<file path="config.mk">
export PLATFORM = sky130hd
export DESIGN_NAME = fpu_ss_offload_issuer
export DESIGN_NICKNAME = d
export VERILOG_FILES = /design/src/rtl/fpu_ss_pkg.sv /design/src/rtl/fpu_ss_wb_counter.sv /design/src/rtl/fpu_ss_wb_counter_chk.sv /design/src/rtl/fpu_ss_offload_issuer.sv
export SDC_FILE = /design/constraint.sdc
export NUM_CORES = 1
export LEC_CHECK = 0
export ABC_CLOCK_PERIOD_IN_PS = 2700
export BUFFER_PORTS_ARGS = -buffer_cell sky130_fd_sc_hd__clkbuf_2
export CORE_MARGIN = 5
export CORE_UTILIZATION = 30
export CTS_CLUSTER_SIZE = 40
export DETAILED_ROUTE_END_ITERATION = 7
export SLEW_MARGIN = 20
export SYNTH_ARGS = -nofsm -noshare
export SYNTH_HDL_FRONTEND = slang
export SYNTH_SLANG_ARGS = --single-unit
</file>
<file path="constraint.sdc">
create_clock -name clk_i -period 2.7 [get_ports clk_i]
set_input_delay 0.81 -clock clk_i [delete_from_list [all_inputs] [get_ports clk_i]]
set_output_delay 0.81 -clock clk_i [all_outputs]
set_load 0.01 [all_outputs]
</file>
<file path="src/rtl/fpu_ss_pkg.sv">
// Shared types and constants for the FPU subsystem offload path.
package fpu_ss_pkg;

  // Default budget of accepted-but-unreturned integer writebacks.
  localparam int unsigned FpuSsMaxWbOutstanding = 4;

  // Predecode request: the instruction being classified.
  typedef struct packed {
    logic [31:0] q_instr_data;
  } acc_prd_req_t;

  // Predecode response, valid in the same cycle as the request.
  typedef struct packed {
    logic       p_accept;
    logic       p_writeback;
    logic       p_is_mem_op;
    logic [2:0] p_use_rs;
  } acc_prd_rsp_t;

  // Offload issuer control states.
  typedef enum logic [1:0] {
    ISSUER_IDLE    = 2'd0,
    ISSUER_PRED    = 2'd1,
    ISSUER_ILLEGAL = 2'd2,
    ISSUER_ISSUE   = 2'd3
  } issuer_state_e;

  // Operand forwarded for rs1: the register value when used, zero otherwise.
  function automatic logic [31:0] rs1_operand(input logic use_rs1, input logic [31:0] rs1);
    return use_rs1 ? rs1 : 32'h0000_0000;
  endfunction

endpackage

</file>
<file path="src/rtl/fpu_ss_wb_counter.sv">
// Up/down counter of outstanding writebacks, saturating at 0 and MaxCount.
module fpu_ss_wb_counter #(
  parameter  int unsigned MaxCount = 4,
  localparam int unsigned CntWidth = $clog2(MaxCount + 1)
) (
  input  logic                clk_i,
  input  logic                rst_i,
  input  logic                inc_i,
  input  logic                dec_i,
  output logic [CntWidth-1:0] cnt_o,
  output logic                full_o,
  output logic                empty_o
);

  logic [CntWidth-1:0] cnt_q, cnt_d;

  // Next count: simultaneous inc and dec cancel; both ends saturate.
  always_comb begin
    cnt_d = cnt_q;
    case ({inc_i, dec_i})
      2'b10: begin
        if (!full_o) begin
          cnt_d = cnt_q + CntWidth'(1);
        end else begin
          cnt_d = cnt_q;
        end
      end
      2'b01: begin
        if (!empty_o) begin
          cnt_d = cnt_q - CntWidth'(1);
        end else begin
          cnt_d = cnt_q;
        end
      end
      default: cnt_d = cnt_q;
    endcase
  end

  // Count register with synchronous reset.
  always_ff @(posedge clk_i) begin
    if (rst_i) begin
      cnt_q <= '0;
    end else begin
      cnt_q <= cnt_d;
    end
  end

  assign cnt_o   = cnt_q;
  assign full_o  = (cnt_q == CntWidth'(MaxCount));
  assign empty_o = (cnt_q == '0);

endmodule

</file>
<file path="src/rtl/fpu_ss_wb_counter_chk.sv">
// Protocol checks for the outstanding-writeback counter.
module fpu_ss_wb_counter_chk (
  input logic clk_i,
  input logic rst_i,
  input logic inc_i,
  input logic dec_i,
  input logic full_i,
  input logic empty_i
);

  // A returned result with nothing outstanding is a core-side protocol error.
  a_no_underflow: assert property (@(posedge clk_i) disable iff (rst_i)
    !(dec_i && !inc_i && empty_i));

  // The predecode stall must keep issue from pushing the count past the budget.
  a_no_overflow: assert property (@(posedge clk_i) disable iff (rst_i)
    !(inc_i && !dec_i && full_i));

endmodule

</file>
<file path="src/rtl/fpu_ss_offload_issuer.sv">
// Core-side issuer: predecodes one instruction at a time, then flags it
// illegal or offloads it with rs1, bounding outstanding integer writebacks.
module fpu_ss_offload_issuer
  import fpu_ss_pkg::*;
#(
  parameter  int unsigned MaxWbOutstanding = FpuSsMaxWbOutstanding,
  localparam int unsigned CntWidth         = $clog2(MaxWbOutstanding + 1)
) (
  input  logic                clk_i,
  input  logic                rst_i,
  input  logic                instr_valid_i,
  output logic                instr_ready_o,
  input  logic [31:0]         instr_data_i,
  input  logic [31:0]         rs1_i,
  input  logic                rs1_valid_i,
  output acc_prd_req_t        prd_req_o,
  input  acc_prd_rsp_t        prd_rsp_i,
  output logic                q_valid_o,
  input  logic                q_ready_i,
  output logic [31:0]         q_instr_o,
  output logic [31:0]         q_rs1_o,
  output logic                q_wb_o,
  output logic                q_mem_o,
  output logic                illegal_o,
  input  logic                wb_valid_i,
  output logic [CntWidth-1:0] wb_cnt_o,
  output logic                busy_o
);

  issuer_state_e       state_q, state_d;
  logic [31:0]         instr_q, instr_d;
  logic [31:0]         rs1_q, rs1_d;
  logic                wb_q, wb_d;
  logic                mem_q, mem_d;
  logic                rs1_stall_s, wb_stall_s;
  logic                wb_inc_s, wb_full_s, wb_empty_s;
  logic [CntWidth-1:0] wb_cnt_s;
  logic [1:0]          unused_use_rs_s;

  // Only rs1 is forwarded; the other source-use flags are deliberately dropped.
  assign unused_use_rs_s = prd_rsp_i.p_use_rs[2:1];

  // The wb stall reads the registered count, so a return during a stall
  // cycle lets the instruction proceed on the following cycle.
  assign rs1_stall_s = prd_rsp_i.p_use_rs[0] & ~rs1_valid_i;
  assign wb_stall_s  = prd_rsp_i.p_writeback & wb_full_s;
  assign wb_inc_s    = (state_q == ISSUER_ISSUE) & q_ready_i & wb_q;

  // Next-state and capture logic for the issue sequence.
  always_comb begin
    state_d = state_q;
    instr_d = instr_q;
    rs1_d   = rs1_q;
    wb_d    = wb_q;
    mem_d   = mem_q;
    case (state_q)
      ISSUER_IDLE: begin
        if (instr_valid_i) begin
          instr_d = instr_data_i;
          state_d = ISSUER_PRED;
        end else begin
          state_d = ISSUER_IDLE;
        end
      end
      ISSUER_PRED: begin
        if (!prd_rsp_i.p_accept) begin
          state_d = ISSUER_ILLEGAL;
        end else if (rs1_stall_s || wb_stall_s) begin
          state_d = ISSUER_PRED;
        end else begin
          rs1_d   = rs1_operand(prd_rsp_i.p_use_rs[0], rs1_i);
          wb_d    = prd_rsp_i.p_writeback;
          mem_d   = prd_rsp_i.p_is_mem_op;
          state_d = ISSUER_ISSUE;
        end
      end
      ISSUER_ILLEGAL: begin
        state_d = ISSUER_IDLE;
      end
      ISSUER_ISSUE: begin
        if (q_ready_i) begin
          state_d = ISSUER_IDLE;
        end else begin
          state_d = ISSUER_ISSUE;
        end
      end
      default: begin
        state_d = ISSUER_IDLE;
      end
    endcase
  end

  // State and latched-instruction registers; reset drops any in-flight work.
  always_ff @(posedge clk_i) begin
    if (rst_i) begin
      state_q <= ISSUER_IDLE;
      instr_q <= 32'h0000_0000;
      rs1_q   <= 32'h0000_0000;
      wb_q    <= 1'b0;
      mem_q   <= 1'b0;
    end else begin
      state_q <= state_d;
      instr_q <= instr_d;
      rs1_q   <= rs1_d;
      wb_q    <= wb_d;
      mem_q   <= mem_d;
    end
  end

  fpu_ss_wb_counter #(
    .MaxCount (MaxWbOutstanding)
  ) u_wb_counter (
    .clk_i   (clk_i),
    .rst_i   (rst_i),
    .inc_i   (wb_inc_s),
    .dec_i   (wb_valid_i),
    .cnt_o   (wb_cnt_s),
    .full_o  (wb_full_s),
    .empty_o (wb_empty_s)
  );

  fpu_ss_wb_counter_chk u_wb_counter_chk (
    .clk_i   (clk_i),
    .rst_i   (rst_i),
    .inc_i   (wb_inc_s),
    .dec_i   (wb_valid_i),
    .full_i  (wb_full_s),
    .empty_i (wb_empty_s)
  );

  assign prd_req_o.q_instr_data = instr_q;
  assign instr_ready_o          = (state_q == ISSUER_IDLE);
  assign q_valid_o              = (state_q == ISSUER_ISSUE);
  assign illegal_o              = (state_q == ISSUER_ILLEGAL);
  assign q_instr_o              = instr_q;
  assign q_rs1_o                = rs1_q;
  assign q_wb_o                 = wb_q;
  assign q_mem_o                = mem_q;
  assign wb_cnt_o               = wb_cnt_s;
  assign busy_o                 = (state_q != ISSUER_IDLE) | ~wb_empty_s;

endmodule

</file>
==> metrics.md <==
| Metric | Value |
|---|---|
| Status | finished, final reports clean |
| VDD IR max | 250 uV |
| Worst Path Required | 2.93 ns |
| Slew @ Worst Pin | 0.548 ns |
| Clock latency on the worst-skew pair | 0.33 ns |
| Final hold slack | 0.464 ns |
| Hpwl dp | 6440 um |
| HP Class | register to register |
| Worst Setup Start Kind | register |
| Total GRT Usage | 13.5% |
| Grt total ovfl | 0 |
| # DRC | 0 |
| Detail-routed via count per cell | 4.92 |
| CTS Buf Count | 9 |
| Core footprint | 10800 um2 |
| Pins Over Slew Limit | 0 |
| Number of post-CTS setup repair buffers | 0 |
| Power density cells | 550 nW/um2 |
| Post-synth EDFFs | 0 |
| Routed length per instance | 15.4 um |
| 1st-iter DRT viols | 104 |
| Post-synth top area share | 43.1% |
| Clock skew | 0.00859 ns |
| # port buffers | 178 |
| GR Util met3 | 7.26% |
| Fin crit share | 76.1% |
| Final nets | 518 |
| Drt first pass iters | 4 |
| Yosys cell types | 32 |
| Vias in the first global route | 2810 |
| Die area | 13200 um2 |
| Layout cell share with drive strength beyond 1 | 45.9% |
| WL final | 8970 um |
| CTS tree | yes |
| Most used routing layer | met2 |
| CP Data Arrival Time | 2.28 ns |
| # rows | 38 |
| Max Cap Viol | 0 |
| Syn Std Cell Area | 3300 um2 |
| Register area share after synthesis | 43.1% |
| Filler cells | 1109 |
| Cell chain of the critical path | and2_1 > nand3_1 > ha_1 > inv_1 > fa_1 > xnor2_1 > o311ai_1 > mux2_1 |
| Unrepaired setup endpoints after global routing | false |
| CTS clk-pin slew, worst paths | 0.07 ns |
| Post-CTS resize count | 0 |
| Ranking of synthesized cells by area | dfxtp_1, mux2i_1, o311a_1 |
| Largest net degree at the start of global routing | 47 |
| Routed via count | 2861 |
| Initial Util | 30.6% |
| Crit path buf inv count | 1 |
| Asr flop ratio synth | 0% |
| I/O pin cnt | 181 |
| Ys flop type | dfxtp_1 |
| Slew headroom | 63.5% |
| Num Clock Sinks | 71 |
| Post-route ant nets | 0 |
| Synthesized area per cell | 10.7 um2 |
| CP max FO | 6 |
| Yosys top cell by area | dfxtp_1 |
| Hold buffers post-CTS | 0 |
| Synth warnings | 0 |
| Syn nets | 387 |
| CP max stage cell | dfxtp_1 |
| Critical path capture point type | register |
| GR Util met1 | 15.8% |
| Post-layout min period | 2.06 ns |
| Routability cong. | 0.763 |
| Root Buffer | clkbuf_8 |
| N_diodes | 0 |
| Setup TNS | 0 ns |
| H-tree depth | 3 |
| Initial antenna violation count | 0 |
| Yosys reg bits | 71 |
| Crit Path Category | register to register |
| Met2 GRT Util | 21.1% |
| Die Span Y | 115 um |
| Top Family by Delay on Critical Path | adder cells |
| Final count of hold timing violations | 0 |
| Chip width | 115 um |
| Slowest stage delay, CP | 0.38 ns |
| Final setup fails | 0 |
| Max Buffers Root-to-Sink | 2 |
| F_max | 486 MHz |
| First-pass GRT wire length | 14200 um |
| Area Growth Syn to Fin | 25.5% |
| Synthesized instance count | 308 |
| Lkg Pwr | 0.00229 uW |
[Yosys cell counts (all sizes together) (3+ instances only)]
cell,count
o311a,33
nand2,5
nor2b,3
a41o,32
dfxtp,71
clkbuf,17
inv,8
nor2,34
nor3,3
a21oi,3
buf,48
mux2i,34
[kinds of logic (layout without fill, tap and decap cells)]
family          after synthesis  count (layout)  share of synthesized area, %
compound gates               74              74                          21.7
buf+inv                      73             207                          15.1
flops                        71              71                          43.1
simple gates                 51              51                          7.85
mux                          35              35                          10.7
fa+ha+maj                     3               3                          1.37
xor+xnor                      1               1                         0.266
[cells in the final DEF (no fill, tap or decap), types with 3 or more instances in the layout]
cell type,n
mux2i_1,34
inv_1,7
a21oi_1,3
nand2_1,5
dfxtp_1,71
o311a_1,33
buf_4,6
nor2_1,34
clkbuf_8,11
clkbuf_2,178
a41o_1,32
[layer usage]
layer / part of all wire [%] / vias to the layer above
met5: 0 / -
met4: 0.85 / 0
met3: 14 / 8
met2: 44 / 150
met1: 42 / 1323
li1: - / 1380
[worst paths after layout]
kind	from	to	slack [ns]	cells past startpoint
worst max-delay path	state_q[0]	u_wb_counter.cnt_o[2]	0.64	8
worst min-delay path	q_mem_o	q_mem_o	0.46	2
worst min register to register	q_mem_o	q_mem_o	0.46	2
worst max register to register	state_q[0]	u_wb_counter.cnt_o[2]	0.64	8
[per-stage QoR]
step | utilization, % | instances | power, uW | setup slack (ns) | instance area, um2
after detailed placement | 36.8 | 568 | 1580 | 0.311 | 3980
after CTS | 38.4 | 582 | 2330 | 0.634 | 4140
final | 38.4 | 582 | 2280 | 0.644 | 4140
after floorplan | - | 308 | 1450 | 0.522 | 3300
after global routing | 38.4 | 582 | 2420 | 0.535 | 4140
after global placement | 36.8 | 568 | 1570 | 0.321 | 3980
[sequential cells by signal (all words and copies together), names as in the netlist]
register,count
q_rs1_o,32
u_wb_counter.cnt_o,3
q_mem_o,1
prd_req_o,32
state_q,2
q_wb_o,1
[cell type report]
class,count,area [um2],share of cell area [%]
clock buffers,13,159,3.84
clock inverters,1,5.00,0.121
inverters,8,30.0,0.725
multi-input cells,164,1390,33.7
flip-flops and latches,71,1420,34.3
well taps,140,175,4.23
repair buffers,185,956,23.1
[worst register-to-register path, stage by stage, from the launching register on]
cell	delay, ns
dfxtp_1	0.38
and2_1	0.22
nand3_1	0.11
ha_1	0.20
inv_1	0.07
fa_1	0.38
xnor2_1	0.15
o311ai_1	0.13
mux2_1	0.32
[report_power, final]
part	leakage, uW	total, uW	switching, uW	internal (uW)
logic	0.00163	403	225	178
registers	0.000579	1140	46.2	1100
clock network	0.0000854	730	356	373
(Power assumes the default switching activity.)
